==> src/rtl/mmmu_bridge_if.sv <==
// MMMU bridge bus: arbiter handshake, host pad lanes and the framed receive path.
// The package carries the on-chip meta encoding shared by the bridge and its users.

package mmmu_bridge_pkg;
    localparam int META_W = 3;

    typedef enum logic [META_W-1:0] {
        META_NONE         = 3'd0,
        cacheline_rd_req  = 3'd1,
        cacheline_wb      = 3'd2,
        SPMLEN_spm_wb     = 3'd3,
        cacheline_rd_resp = 3'd4,
        SPMLEN_spm_write  = 3'd5
    } dbus_meta_t;

    // cyc0 frame layout for the 32-bit bus: meta in the top bits, address below
    typedef struct packed {
        dbus_meta_t  on_chip_meta;
        logic [28:0] addr;
    } dbus_pkt_cyc0_t;
endpackage

interface mmmu_bridge_if #(
    parameter int BRIDGE_WIDTH = 32
);
    import mmmu_bridge_pkg::*;

    logic                    arb_vld;
    logic [BRIDGE_WIDTH-1:0] arb_pkt;
    logic                    bridge_ack;
    logic                    bridge_fin;
    dbus_meta_t              bridge_type;
    logic [BRIDGE_WIDTH-1:0] recv_data;
    logic                    recv_data_vld;
    logic [BRIDGE_WIDTH-1:0] pad_din;
    logic                    pad_din_vld;
    logic                    pad_grant;
    logic [BRIDGE_WIDTH-1:0] pad_dout;
    logic                    pad_dout_vld;
    logic                    proto_err;

    // bridge side
    modport master (
        input  arb_vld, arb_pkt, pad_din, pad_din_vld, pad_grant,
        output bridge_ack, bridge_fin, bridge_type, recv_data, recv_data_vld,
               pad_dout, pad_dout_vld, proto_err
    );

    // arbiter + host side
    modport slave (
        output arb_vld, arb_pkt, pad_din, pad_din_vld, pad_grant,
        input  bridge_ack, bridge_fin, bridge_type, recv_data, recv_data_vld,
               pad_dout, pad_dout_vld, proto_err
    );
endinterface

==> src/rtl/mmmu_bridge.sv <==
// Off-chip framing stage behind the MMMU arbiter. Owns the single pad bus:
// host frames (read responses, SPM writes) always win over on-chip requests.
// Outputs are decoded combinationally from the state register so an async
// reset drops every output in the same cycle.

module mmmu_bridge
    import mmmu_bridge_pkg::*;
#(
    parameter int BRIDGE_WIDTH = 32,
    parameter int CL_BEATS     = 8,
    parameter int SPM_BEATS    = 16
) (
    input  logic          clk,
    input  logic          rst_n,
    mmmu_bridge_if.master bus
);

    localparam int MAX_BEATS = (CL_BEATS > SPM_BEATS) ? CL_BEATS : SPM_BEATS;
    localparam int CW        = $clog2(MAX_BEATS + 2);

    typedef logic [CW-1:0] cnt_t;

    // index of the final beat (len-1) for each transaction kind
    localparam cnt_t LAST_RD_REQ  = cnt_t'(0);
    localparam cnt_t LAST_CL_WB   = cnt_t'(CL_BEATS);
    localparam cnt_t LAST_SPM_WB  = cnt_t'(SPM_BEATS);
    localparam cnt_t LAST_RD_RESP = cnt_t'(CL_BEATS - 1);
    localparam cnt_t LAST_SPM_WR  = cnt_t'(SPM_BEATS);

    typedef enum logic [1:0] {ST_IDLE, ST_REQ, ST_OWN, ST_PASS} state_t;

    state_t     state_q, state_d;
    cnt_t       cnt_q, cnt_d;
    cnt_t       last_q, last_d;
    dbus_meta_t meta_q, meta_d;
    logic       err_q, err_d;

    dbus_meta_t host_meta, arb_meta;
    logic       host_legal;
    cnt_t       host_last, arb_last;

    logic                    ack, fin, dout_vld, rx_vld;
    logic [BRIDGE_WIDTH-1:0] dout, rx_data;
    dbus_meta_t              btype;

    assign host_meta = dbus_meta_t'(bus.pad_din[BRIDGE_WIDTH-1 -: META_W]);
    assign arb_meta  = dbus_meta_t'(bus.arb_pkt[BRIDGE_WIDTH-1 -: META_W]);

    // host cyc0 decode: only read responses and SPM writes may start a PASS
    always_comb begin
        host_legal = 1'b0;
        host_last  = '0;
        case (host_meta)
            cacheline_rd_resp: begin host_legal = 1'b1; host_last = LAST_RD_RESP; end
            SPMLEN_spm_write:  begin host_legal = 1'b1; host_last = LAST_SPM_WR;  end
            default: ;
        endcase
    end

    // on-chip request length; an unknown arbiter meta is sent as a single beat
    always_comb begin
        arb_last = LAST_RD_REQ;
        case (arb_meta)
            cacheline_wb:  arb_last = LAST_CL_WB;
            SPMLEN_spm_wb: arb_last = LAST_SPM_WB;
            default: ;
        endcase
    end

    // state, beat counter, latched transaction and sticky error
    always_ff @(posedge clk or negedge rst_n) begin
        if (!rst_n) begin
            state_q <= ST_IDLE;
            cnt_q   <= '0;
            last_q  <= '0;
            meta_q  <= META_NONE;
            err_q   <= 1'b0;
        end else begin
            state_q <= state_d;
            cnt_q   <= cnt_d;
            last_q  <= last_d;
            meta_q  <= meta_d;
            err_q   <= err_d;
        end
    end

    // next-state and output decode
    always_comb begin
        state_d  = state_q;
        cnt_d    = cnt_q;
        last_d   = last_q;
        meta_d   = meta_q;
        err_d    = err_q;
        ack      = 1'b0;
        fin      = 1'b0;
        btype    = META_NONE;
        dout     = '0;
        dout_vld = 1'b0;
        rx_data  = '0;
        rx_vld   = 1'b0;

        case (state_q)
            ST_IDLE: begin
                if (bus.pad_din_vld) begin
                    // host frame consumes the cycle even if arb_vld is also up
                    if (host_legal) begin
                        state_d = ST_PASS;
                        cnt_d   = '0;
                        last_d  = host_last;
                        meta_d  = host_meta;
                    end else begin
                        err_d = 1'b1;
                    end
                end else if (bus.arb_vld) begin
                    state_d = ST_REQ;
                end
            end

            ST_REQ: begin
                dout     = bus.arb_vld ? bus.arb_pkt : '0;
                dout_vld = bus.arb_vld;
                if (bus.pad_din_vld) begin
                    // host priority: a grant in this cycle is not honoured
                    if (host_legal) begin
                        state_d = ST_PASS;
                        cnt_d   = '0;
                        last_d  = host_last;
                        meta_d  = host_meta;
                    end else begin
                        err_d = 1'b1;
                    end
                end else if (!bus.arb_vld) begin
                    state_d = ST_IDLE;
                end else if (bus.pad_grant) begin
                    ack     = 1'b1;
                    btype   = arb_meta;
                    state_d = ST_OWN;
                    cnt_d   = '0;
                    last_d  = arb_last;
                    meta_d  = arb_meta;
                end
            end

            ST_OWN: begin
                // host sinks at full rate, so one beat leaves every cycle
                dout     = bus.arb_pkt;
                dout_vld = 1'b1;
                btype    = meta_q;
                if (cnt_q == last_q) begin
                    fin     = 1'b1;
                    state_d = ST_IDLE;
                    cnt_d   = '0;
                    meta_d  = META_NONE;
                end else begin
                    cnt_d = cnt_q + cnt_t'(1);
                end
            end

            ST_PASS: begin
                rx_data = bus.pad_din;
                rx_vld  = bus.pad_din_vld;
                btype   = meta_q;
                if (bus.pad_din_vld) begin
                    if (cnt_q == last_q) begin
                        fin     = 1'b1;
                        state_d = bus.arb_vld ? ST_REQ : ST_IDLE;
                        cnt_d   = '0;
                        meta_d  = META_NONE;
                    end else begin
                        cnt_d = cnt_q + cnt_t'(1);
                    end
                end
            end

            default: state_d = ST_IDLE;
        endcase
    end

    assign bus.bridge_ack    = ack;
    assign bus.bridge_fin    = fin;
    assign bus.bridge_type   = btype;
    assign bus.pad_dout      = dout;
    assign bus.pad_dout_vld  = dout_vld;
    assign bus.recv_data     = rx_data;
    assign bus.recv_data_vld = rx_vld;
    assign bus.proto_err     = err_q;

endmodule

==> src/flat_wrapper.sv <==
// flat-port wrapper written by rule: the top's interface ports become plain ports
module mmmu_bridge_flat import mmmu_bridge_pkg::*;
#(
    parameter int BRIDGE_WIDTH = 32,
    parameter int CL_BEATS     = 8,
    parameter int SPM_BEATS    = 16
)
  (clk, rst_n, bus_arb_vld, bus_arb_pkt, bus_pad_din, bus_pad_din_vld, bus_pad_grant, bus_bridge_ack, bus_bridge_fin, bus_bridge_type, bus_recv_data, bus_recv_data_vld, bus_pad_dout, bus_pad_dout_vld, bus_proto_err);
  mmmu_bridge_if #(.BRIDGE_WIDTH(BRIDGE_WIDTH)) bus_i ();
  input  logic clk;
  input  logic rst_n;
  input wire logic [$bits(bus_i.arb_vld)-1:0] bus_arb_vld;
  input wire logic [$bits(bus_i.arb_pkt)-1:0] bus_arb_pkt;
  input wire logic [$bits(bus_i.pad_din)-1:0] bus_pad_din;
  input wire logic [$bits(bus_i.pad_din_vld)-1:0] bus_pad_din_vld;
  input wire logic [$bits(bus_i.pad_grant)-1:0] bus_pad_grant;
  output wire logic [$bits(bus_i.bridge_ack)-1:0] bus_bridge_ack;
  output wire logic [$bits(bus_i.bridge_fin)-1:0] bus_bridge_fin;
  output wire logic [$bits(bus_i.bridge_type)-1:0] bus_bridge_type;
  output wire logic [$bits(bus_i.recv_data)-1:0] bus_recv_data;
  output wire logic [$bits(bus_i.recv_data_vld)-1:0] bus_recv_data_vld;
  output wire logic [$bits(bus_i.pad_dout)-1:0] bus_pad_dout;
  output wire logic [$bits(bus_i.pad_dout_vld)-1:0] bus_pad_dout_vld;
  output wire logic [$bits(bus_i.proto_err)-1:0] bus_proto_err;
  assign bus_i.arb_vld = bus_arb_vld;
  assign bus_i.arb_pkt = bus_arb_pkt;
  assign bus_i.pad_din = bus_pad_din;
  assign bus_i.pad_din_vld = bus_pad_din_vld;
  assign bus_i.pad_grant = bus_pad_grant;
  assign bus_bridge_ack = bus_i.bridge_ack;
  assign bus_bridge_fin = bus_i.bridge_fin;
  assign bus_bridge_type = bus_i.bridge_type;
  assign bus_recv_data = bus_i.recv_data;
  assign bus_recv_data_vld = bus_i.recv_data_vld;
  assign bus_pad_dout = bus_i.pad_dout;
  assign bus_pad_dout_vld = bus_i.pad_dout_vld;
  assign bus_proto_err = bus_i.proto_err;
  mmmu_bridge #(.BRIDGE_WIDTH(BRIDGE_WIDTH), .CL_BEATS(CL_BEATS), .SPM_BEATS(SPM_BEATS)) u_core (.clk(clk), .rst_n(rst_n), .bus(bus_i));
endmodule
==> config.mk <==
export PLATFORM = sky130hd
export DESIGN_NAME = mmmu_bridge_flat
export DESIGN_NICKNAME = d
export VERILOG_FILES = /design/src/rtl/mmmu_bridge_if.sv /design/src/rtl/mmmu_bridge.sv /design/src/flat_wrapper.sv
export SDC_FILE = /design/constraint.sdc
export NUM_CORES = 1
export LEC_CHECK = 0
export BUFFER_PORTS_ARGS = -buffer_cell sky130_fd_sc_hd__buf_4
export CORE_MARGIN = 5
export CORE_UTILIZATION = 38
export CTS_CLUSTER_SIZE = 10
export DETAILED_ROUTE_END_ITERATION = 10
export PLACE_DENSITY = 0.87
export SYNTH_ARGS = -nofsm -noshare
export SYNTH_HDL_FRONTEND = slang
export SYNTH_SLANG_ARGS = --single-unit
==> constraint.sdc <==
create_clock -name clk -period 2.24 [get_ports clk]
set_input_delay 0.448 -clock clk [delete_from_list [all_inputs] [get_ports clk]]
set_output_delay 0.448 -clock clk [all_outputs]
set_load 0.02 [all_outputs]
==> flow_summary.json, run 1 <==
{
  "status": "finished, final reports clean",
  "slew_headroom_pct": 52.0,
  "worst_pin_slew_ps": 712,
  "p_per_area_nw_per_um2": 1210,
  "htreeDepth": 1,
  "synth_top_area_cell": "and2_1",
  "grt_overflow": 0,
  "antenna_found_initial": 0,
  "placed_cell_area_sq_um": 2670,
  "gp_congestion": 0.936,
  "wl_met2_um": 2870,
  "crit_path_start": "u_core.state_q[0]",
  "synth-edff-count": 0,
  "dieArea_sq_um": 5450,
  "port-buffer-count": 140,
  "synth-async-reset-ratio_pct": 100,
  "vias_per_cell": 4.80,
  "fp-row-count": 23,
  "seq_area_frac_synth_pct": 25.9,
  "yosys-top-cells-count": "and2_1 (65), dfrtp_1 (16), nor2_1 (15)",
  "die_h_um": 73.8,
  "netlist_area_sq_um": 1550,
  "end_kind": "primary output",
  "grt_pass1_wl_um": 8440,
  "synth_top_area_share_pct": 26.3,
  "io_pins": 141,
  "min_path_type": "in -> async",
  "grt_max_degree": 35,
  "leakagePower_nw": 1.43,
  "dp_slack_ps": 112,
  "first_iter_violations": 90,
  "root_buffer": "clkbuf_8",
  "cts_tree": "yes",
  "dr.max_layer_used": "met4",
  "drt-total-wl_um": 5710,
  "drive_gt1_share_pct": 48.0,
  "wl_per_cell_um": 14.6,
  "fin_cells": 392,
  "clk_latency_ps": 260,
  "drc": 0,
  "power_mw": 3.34,
  "hpwl_um": 4680,
  "syn2layout_area_growth_pct": 79.4,
  "clock-sinks": 16,
  "worstReg2RegStart": "u_core.state_q[1]",
  "max_freq_mhz": 468,
  "yosysWarnings": 0,
  "die_w_um": 73.8,
  "irDropWorstVdd_v": 0.000529,
  "cts_buffers": 3,
  "ys_seq_elements": 16,
  "finalCritPeriodShare_pct": 95.5,
  "cp.required_ps": 1790,
  "cp_max_fo": 33,
  "track_usage_pct": 19.6,
  "r2r.worst_path.cells": 8,
  "period_needed_ps": 2140,
  "wirelength_met1_um": 2200,
  "synthCells": 200,
  "yosysUniqueCellTypes": 38,
  "hold_viol": 0,
  "synth.avg_cell_area_sq_um": 7.73,
  "cp.arrival_ps": 1690,
  "stdcell_area_sq_um": 2780,
  "syn_nets": 274,
  "ant_nets": 0,
  "clk_pin_slew_ps": 70,
  "cts_hold_buf": 0,
  "setup_viol": 0,
  "cp-start-kind": "flip-flop",
  "cap_violations": 0,
  "drv_slew": 0,
  "initial_utilization_pct": 38.9,
  "dr_total_vias": 1881,
  "synth_ff_type": "dfrtp_1",
  "insertedDiodeCount": 0,
  "synth_area_leaders": "and2_1 (26%), dfrtp_1 (26%), ha_1 (4.0%)",
  "finClkSkew_ps": 1.14,
  "critPathKind": "reg -> out",
  "cts_buffer_depth": 2,
  "finalNetCount": 417,
  "final_core_util_pct": 69.9,
  "drt_pass1_iterations": 4,
  "worst_slack_ps": 101,
  "core_sq_um": 3970,
  "first_global_vias": 1819,
  "met3WireLength_um": 595,
  "yosysMostFrequentCell": "and2_1",
  "placed_cells": 385
}
-- placed cells by master, fill, tap and decap left out, types with 2 or more instances in the layout --
cell type and instances:
o32a_1 3, inv_1 6, o22ai_1 2, nand3b_1 2, o31ai_2 2, clkbuf_8 4
o21bai_1 2, dfrtp_1 15, nand2b_1 4, buf_4 147, o21ai_0 9, a22o_1 2
and2_1 65, a22oi_1 3, nor2_1 14, a21boi_0 2, nor2b_1 3, ha_1 3
a31oi_1 3, nand3_1 3, xnor2_1 5, a21o_1 2, a2bb2oi_1 2, nand2_1 13
a21oi_1 7
-- flip-flops by register name, indices dropped and copies added (netlist names) --
| name | cells |
|---|---|
| u_core.last_q | 5 |
| u_core.meta_q | 3 |
| u_core.state_q | 2 |
| u_core.cnt_q | 5 |
| u_core.bus.proto_err | 1 |
-- critical path, cell delays in order (launching register included) --
cell,delay [ps]
dfrtp_2,420
inv_1,80
ha_1,290
nor2b_2,170
buf_12,150
and2_1,160
buf_4,150
-- where the power goes --
group	total, mW	leakage [nW]	internal (mW)	switching (mW)
clock network	0.266	0.0288	0.156	0.109
registers	0.497	0.200	0.396	0.101
logic	2.58	1.21	1.20	1.38
-- logic make-up after synthesis --
logic type | synth area share [%]
simple gates | 41.2
compound gates | 22.1
buf+inv | 3.96
flops | 25.9
xor+xnor | 2.83
fa+ha+maj | 4.05
-- metrics by stage --
| step | setup TNS, ps | hold slack, ps |
|---|---|---|
| after global placement | 0 | 318 |
| after detailed placement | 0 | 326 |
| final | 0 | 41.1 |
| after CTS | 0 | 42.4 |
| after floorplan | 0 | 152 |
| after global routing | -5.19 | 50.8 |
-- metal layers --
layer  track usage [%]  vias to the layer above
met5                 0                        -
li1                  -                      957
met4              4.23                        0
met3              6.98                        5
met2              33.1                       91
met1              23.8                      828
-- final cells by class --
| type | count | area (sq um) |
|---|---|---|
| inverter | 6 | 22.5 |
| tap | 50 | 62.6 |
| timing repair buffer | 148 | 1120 |
| sequential | 16 | 402 |
| fill | 352 | 1200 |
| clock buffer | 4 | 55.1 |
| multi-input combinational | 168 | 1110 |
-- path summary, 6_finish.rpt --
kind                                        endpoint  slack [ps]
worst max-delay path                bus_pad_dout[15]         100
worst min-delay path                u_core.last_q[0]          40
worst max register to register       u_core.cnt_q[2]         260
worst min register to register  u_core.bus.proto_err         510
max in group asynchronous          u_core.state_q[0]        2000
min in group clk                    u_core.last_q[3]         430
-- repair_timing --
item,4_1_cts,5_1_grt
endpoints found under the setup margin,35,36
gates resized for setup,3,4
setup buffers,0,3
Note: power is estimated with default switching activity, not from simulation.
==> run 2, diff against run 1 <==
- PLACE_DENSITY: 0.87 -> not set
- PLACE_DENSITY_LB_ADDON: not set -> 0.3
==> run 2 against run 1 <==
  * Critical path depth rose by 1
  * Fmax fell by 1.5%
  * Via count is 3.4% higher
  * Critical endpoint is now bus_pad_dout[20]
==> flow_summary.json, run 2 (same netlist as run 1, synthesis figures left out) <==
{
  "cp.depth": 7,
  "core_sq_um": 3970,
  "cts_hold_buf": 0,
  "hold_viol": 0,
  "cp.arrival_ps": 1720,
  "drt-total-wl_um": 5800,
  "finalSetupTns_ps": 0,
  "first_iter_violations": 135,
  "die_h_um": 73.8,
  "clock-sinks": 16,
  "critPathKind": "reg -> out",
  "grt_pass1_wl_um": 8370,
  "status": "finished, final reports clean",
  "cp-start-kind": "flip-flop",
  "layout_common_cells": "buf_4 (147), and2_1 (65), dfrtp_1 (15)",
  "stdcell_area_sq_um": 2760,
  "cp.buffers_inverters": 3,
  "end_kind": "primary output",
  "period_needed_ps": 2170,
  "first_global_vias": 1844,
  "finalCritPeriodShare_pct": 96.9,
  "clk_pin_slew_ps": 70,
  "finClkSkew_ps": 8.07,
  "min_path_type": "in -> async",
  "vias_per_cell": 4.96,
  "critical-path-max-stage-delay_ps": 450,
  "clk_latency_ps": 260,
  "drt_pass1_iterations": 4,
  "cts_tree": "yes",
  "cp.required_ps": 1790,
  "die_w_um": 73.8,
  "drc": 0,
  "worst_slack_ps": 68.4,
  "final_common_cell": "buf_4",
  "worst_pin_slew_ps": 684,
  "track_usage_pct": 19.3,
  "crit_chain": "inv_1, ha_2, a21oi_1, nor2b_2, buf_6, and2_1, buf_4",
  "drive_gt1_share_pct": 48.0,
  "hpwl_um": 4700,
  "finalNetCount": 417,
  "port-buffer-count": 140,
  "fp-row-count": 23,
  "irDropWorstVdd_v": 0.000553,
  "initial_utilization_pct": 38.9,
  "fillers": 336,
  "cp_max_fo": 17,
  "dr_total_vias": 1945,
  "dieArea_sq_um": 5450,
  "drv_slew": 0,
  "critPathSlowestCell": "dfrtp_2",
  "path_delay_family": "flip-flops",
  "insertedDiodeCount": 0,
  "grt_overflow": 0,
  "worstReg2RegStart": "u_core.state_q[0]",
  "final_core_util_pct": 69.5,
  "dp_slack_ps": 175,
  "gp_congestion": 0.848,
  "cap_violations": 0,
  "r2r.worst_path.cells": 7,
  "syn2layout_area_growth_pct": 78.6,
  "max_freq_mhz": 460,
  "setup_viol": 0,
  "htreeDepth": 1,
  "placed_cell_area_sq_um": 2650,
  "io_pins": 141,
  "wl_per_cell_um": 14.8,
  "cts_buffers": 3,
  "largestRegisters": "u_core.cnt_q (5), u_core.last_q (5), u_core.meta_q (3)",
  "grt_max_degree": 36,
  "slew_headroom_pct": 53.9,
  "p_per_area_nw_per_um2": 1210,
  "crit_path_start": "u_core.state_q[0]",
  "hold_ws_ps": 37.3,
  "cts_buffer_depth": 2,
  "antenna_found_initial": 0,
  "root_buffer": "clkbuf_8",
  "ant_nets": 0,
  "rsz0062_at_grt": "true",
  "leakagePower_nw": 1.43
}
## run 2: cell counts in the layout (fill, tap and decap cells not counted)
No cell type changed its count.
## run 2: worst paths after layout
check	endpoint	slack [ps]
hold / removal	u_core.bus.proto_err	40
max in group asynchronous	u_core.state_q[0]	2000
min in group clk	u_core.last_q[3]	420
setup reg to reg	u_core.cnt_q[2]	150
hold reg to reg	u_core.bus.proto_err	490
setup / recovery	bus_pad_dout[20]	70
## run 2: through the flow
step	power, mW	cells
3_5_place_dp	2.95	384
5_1_grt	3.57	392
4_1_cts	3.24	388
2_1_floorplan	2.03	200
6_report	3.33	392
3_3_place_gp	2.91	384
## run 2: worst reg2reg max path, stage by stage, from the launching register on
cell	delay, ps
dfrtp_2	420
inv_1	80
ha_1	320
nor2_1	160
a2bb2oi_2	280
o21ai_0	330
o21bai_1	260
o2bb2ai_1	120
## run 2: report_power, final
| group | switching (mW) | internal [mW] | total [mW] |
|---|---|---|---|
| combinational | 1.38 | 1.19 | 2.57 |
| clock | 0.111 | 0.156 | 0.267 |
| sequential | 0.0997 | 0.396 | 0.496 |
## run 2: final cells by class
type	count	area, sq um	area share (%)
timing repair buffer	148	1110	40.4
clock buffer	4	55.1	1.99
multi-input combinational	168	1100	40.0
sequential	16	402	14.5
tap	50	62.6	2.27
inverter	6	22.5	0.816
## run 2: repair_timing
action	in CTS	in global routing
pin swaps	0	0
resized for setup	3	10
endpoints found under the setup margin	35	36
setup buffers	0	2
gates cloned	0	2
## run 2: metal layers
layer | share of wire (%) | global-route usage (%) | routed length, um | vias up
met1 | 37 | 23.3 | 2150 | 876
met3 | 10 | 5.75 | 605 | 6
met2 | 51 | 32.6 | 2970 | 108
li1 | - | - | - | 955
met5 | 0 | 0 | 0 | -
met4 | 1.4 | 6.24 | 80 | 0
==> run 3, diff against run 2 <==
- CORE_UTILIZATION: 38 -> 39
- CTS_BUF_LIST: not set -> sky130_fd_sc_hd__clkbuf_2 sky130_fd_sc_hd__clkbuf_4 sky130_fd_sc_hd__clkbuf_8
==> run 3 against run 2 <==
  * Via count is 0.67% higher
  * Worst setup slack better by 17 ps
  * Non-clock buffer count is 3 lower
  * Sequential cell count stayed put
  * Fmax is 0.78% higher
  * Critical path type unchanged
  * Critical endpoint unchanged
  * Register-to-register slack better by 90 ps
==> flow_summary.json, run 3 (same netlist as run 1, synthesis figures left out) <==
{
  "cts_tree": "yes",
  "vias_per_cell": 5.06,
  "cp.required_ps": 1790,
  "finalCritPeriodShare_pct": 96.2,
  "period_needed_ps": 2150,
  "track_usage_pct": 21.9,
  "cts_buffers": 3,
  "drive_gt1_share_pct": 48.1,
  "die_h_um": 73.0,
  "cts_buffer_depth": 2,
  "die_w_um": 73.0,
  "irDropWorstVdd_v": 0.000594,
  "cp-start-kind": "flip-flop",
  "p_per_area_nw_per_um2": 1200,
  "slew_headroom_pct": 53.7,
  "power_mw": 3.33,
  "gp_congestion": 0.857,
  "leakagePower_nw": 1.42,
  "largestRegisters": "u_core.cnt_q (5), u_core.last_q (5), u_core.meta_q (3)",
  "root_buffer": "clkbuf_8",
  "grt_pass1_wl_um": 9390,
  "max_freq_mhz": 464,
  "clock-sinks": 16,
  "critical-path-max-stage-delay_ps": 440,
  "cp.buffers_inverters": 3,
  "first_iter_violations": 87,
  "drc": 0,
  "layout_common_cells": "buf_4 (143), and2_1 (65), nor2_1 (14), dfrtp_1 (14), nand2_1 (13)",
  "initial_utilization_pct": 41.3,
  "fp-row-count": 22,
  "setup_viol": 0,
  "dieArea_sq_um": 5320,
  "final_common_cell": "buf_4",
  "drt-total-wl_um": 5980,
  "htreeDepth": 1,
  "io_pins": 141,
  "fin_cells": 387,
  "critPathSlowestCell": "dfrtp_2",
  "cap_violations": 0,
  "core_sq_um": 3740,
  "port-buffer-count": 140,
  "worst_pin_slew_ps": 688,
  "placed_cells": 383,
  "min_path_type": "in -> async",
  "drt_pass1_iterations": 4,
  "critPathKind": "reg -> out",
  "insertedDiodeCount": 0,
  "grt_overflow": 0,
  "finalNetCount": 414,
  "drv_slew": 0,
  "crit_chain": "inv_1, ha_1, nor2b_2, buf_12, and2_1, buf_4",
  "end_kind": "primary output",
  "antenna_found_initial": 0,
  "path_delay_family": "flip-flops",
  "clk_latency_ps": 250,
  "first_global_vias": 2006,
  "cp.arrival_ps": 1710,
  "ant_nets": 0,
  "syn2layout_area_growth_pct": 78.8,
  "dr_total_vias": 1958,
  "cp_max_fo": 33,
  "grt_max_degree": 36,
  "finClkSkew_ps": 5.00,
  "clk_pin_slew_ps": 70,
  "wl_per_cell_um": 15.4,
  "status": "finished, final reports clean",
  "fillers": 325,
  "hold_viol": 0,
  "hpwl_um": 5030
}
## run 3: worst register-to-register path, cell delays in order, from the launching register on
cell       delay, ps
dfrtp_2          440
inv_1            130
ha_1             350
a21oi_1          120
o21ai_0          570
o21bai_1         210
o2bb2ai_1        120
## run 3: worst paths after layout
| check | startpoint | to | slack [ps] | cells past startpoint |
|---|---|---|---|---|
| worst max register to register | u_core.state_q[0] | u_core.cnt_q[2] | 240 | 6 |
| max in group asynchronous | rst_n | u_core.state_q[1] | 1990 | 1 |
| min in group clk | bus_arb_pkt[29] | u_core.last_q[3] | 420 | 2 |
| worst min-delay path | rst_n | u_core.last_q[3] | 40 | 1 |
| worst min register to register | u_core.bus.proto_err | u_core.bus.proto_err | 480 | 1 |
| worst max-delay path | u_core.state_q[0] | bus_pad_dout[20] | 90 | 6 |
## run 3: metrics by stage
step           hold slack [ps]  cell area [sq um]  util, %  setup slack (ps)  setup TNS (ps)
2_1_floorplan              152               1550        -              78.2               0
3_3_place_gp               322               2670     71.3               225               0
3_5_place_dp               323               2670     71.3               124               0
4_1_cts                   49.4               2740     73.2              28.4               0
5_1_grt                   54.5               2770     73.9             -6.03           -15.3
6_report                  43.2               2770     73.9              85.3               0
## run 3: layout make-up
| cell class | count | area (sq um) | share of cell area, % |
|---|---|---|---|
| inverters | 6 | 22.5 | 0.814 |
| clock buffers | 4 | 55.1 | 1.99 |
| well taps | 48 | 60.1 | 2.17 |
| multi-input cells | 168 | 1120 | 40.5 |
| repair buffers | 145 | 1100 | 40.0 |
| flip-flops and latches | 16 | 403 | 14.6 |
## run 3: what timing repair did
item,in CTS,in global routing
endpoints found under the setup margin,35,36
resized for setup,4,7
hold buffers,0,0
buffers inserted,0,0
## run 3: where the power goes
group	switching, mW	leakage [nW]	internal (mW)
Sequential	0.101	0.199	0.398
Clock	0.105	0.0288	0.156
Combinational	1.38	1.19	1.18
## run 3: routing by layer
metal / wire length, um / GRT usage (%) / part of all wire (%) / vias to the layer above
li1: - / - / - / 953
met1: 2130 / 25.2 / 36 / 889
met2: 3190 / 40.1 / 53 / 110
met3: 608 / 6.89 / 10 / 6
met4: 43 / 3.28 / 0.72 / 0
met5: 0 / 0 / 0 / -
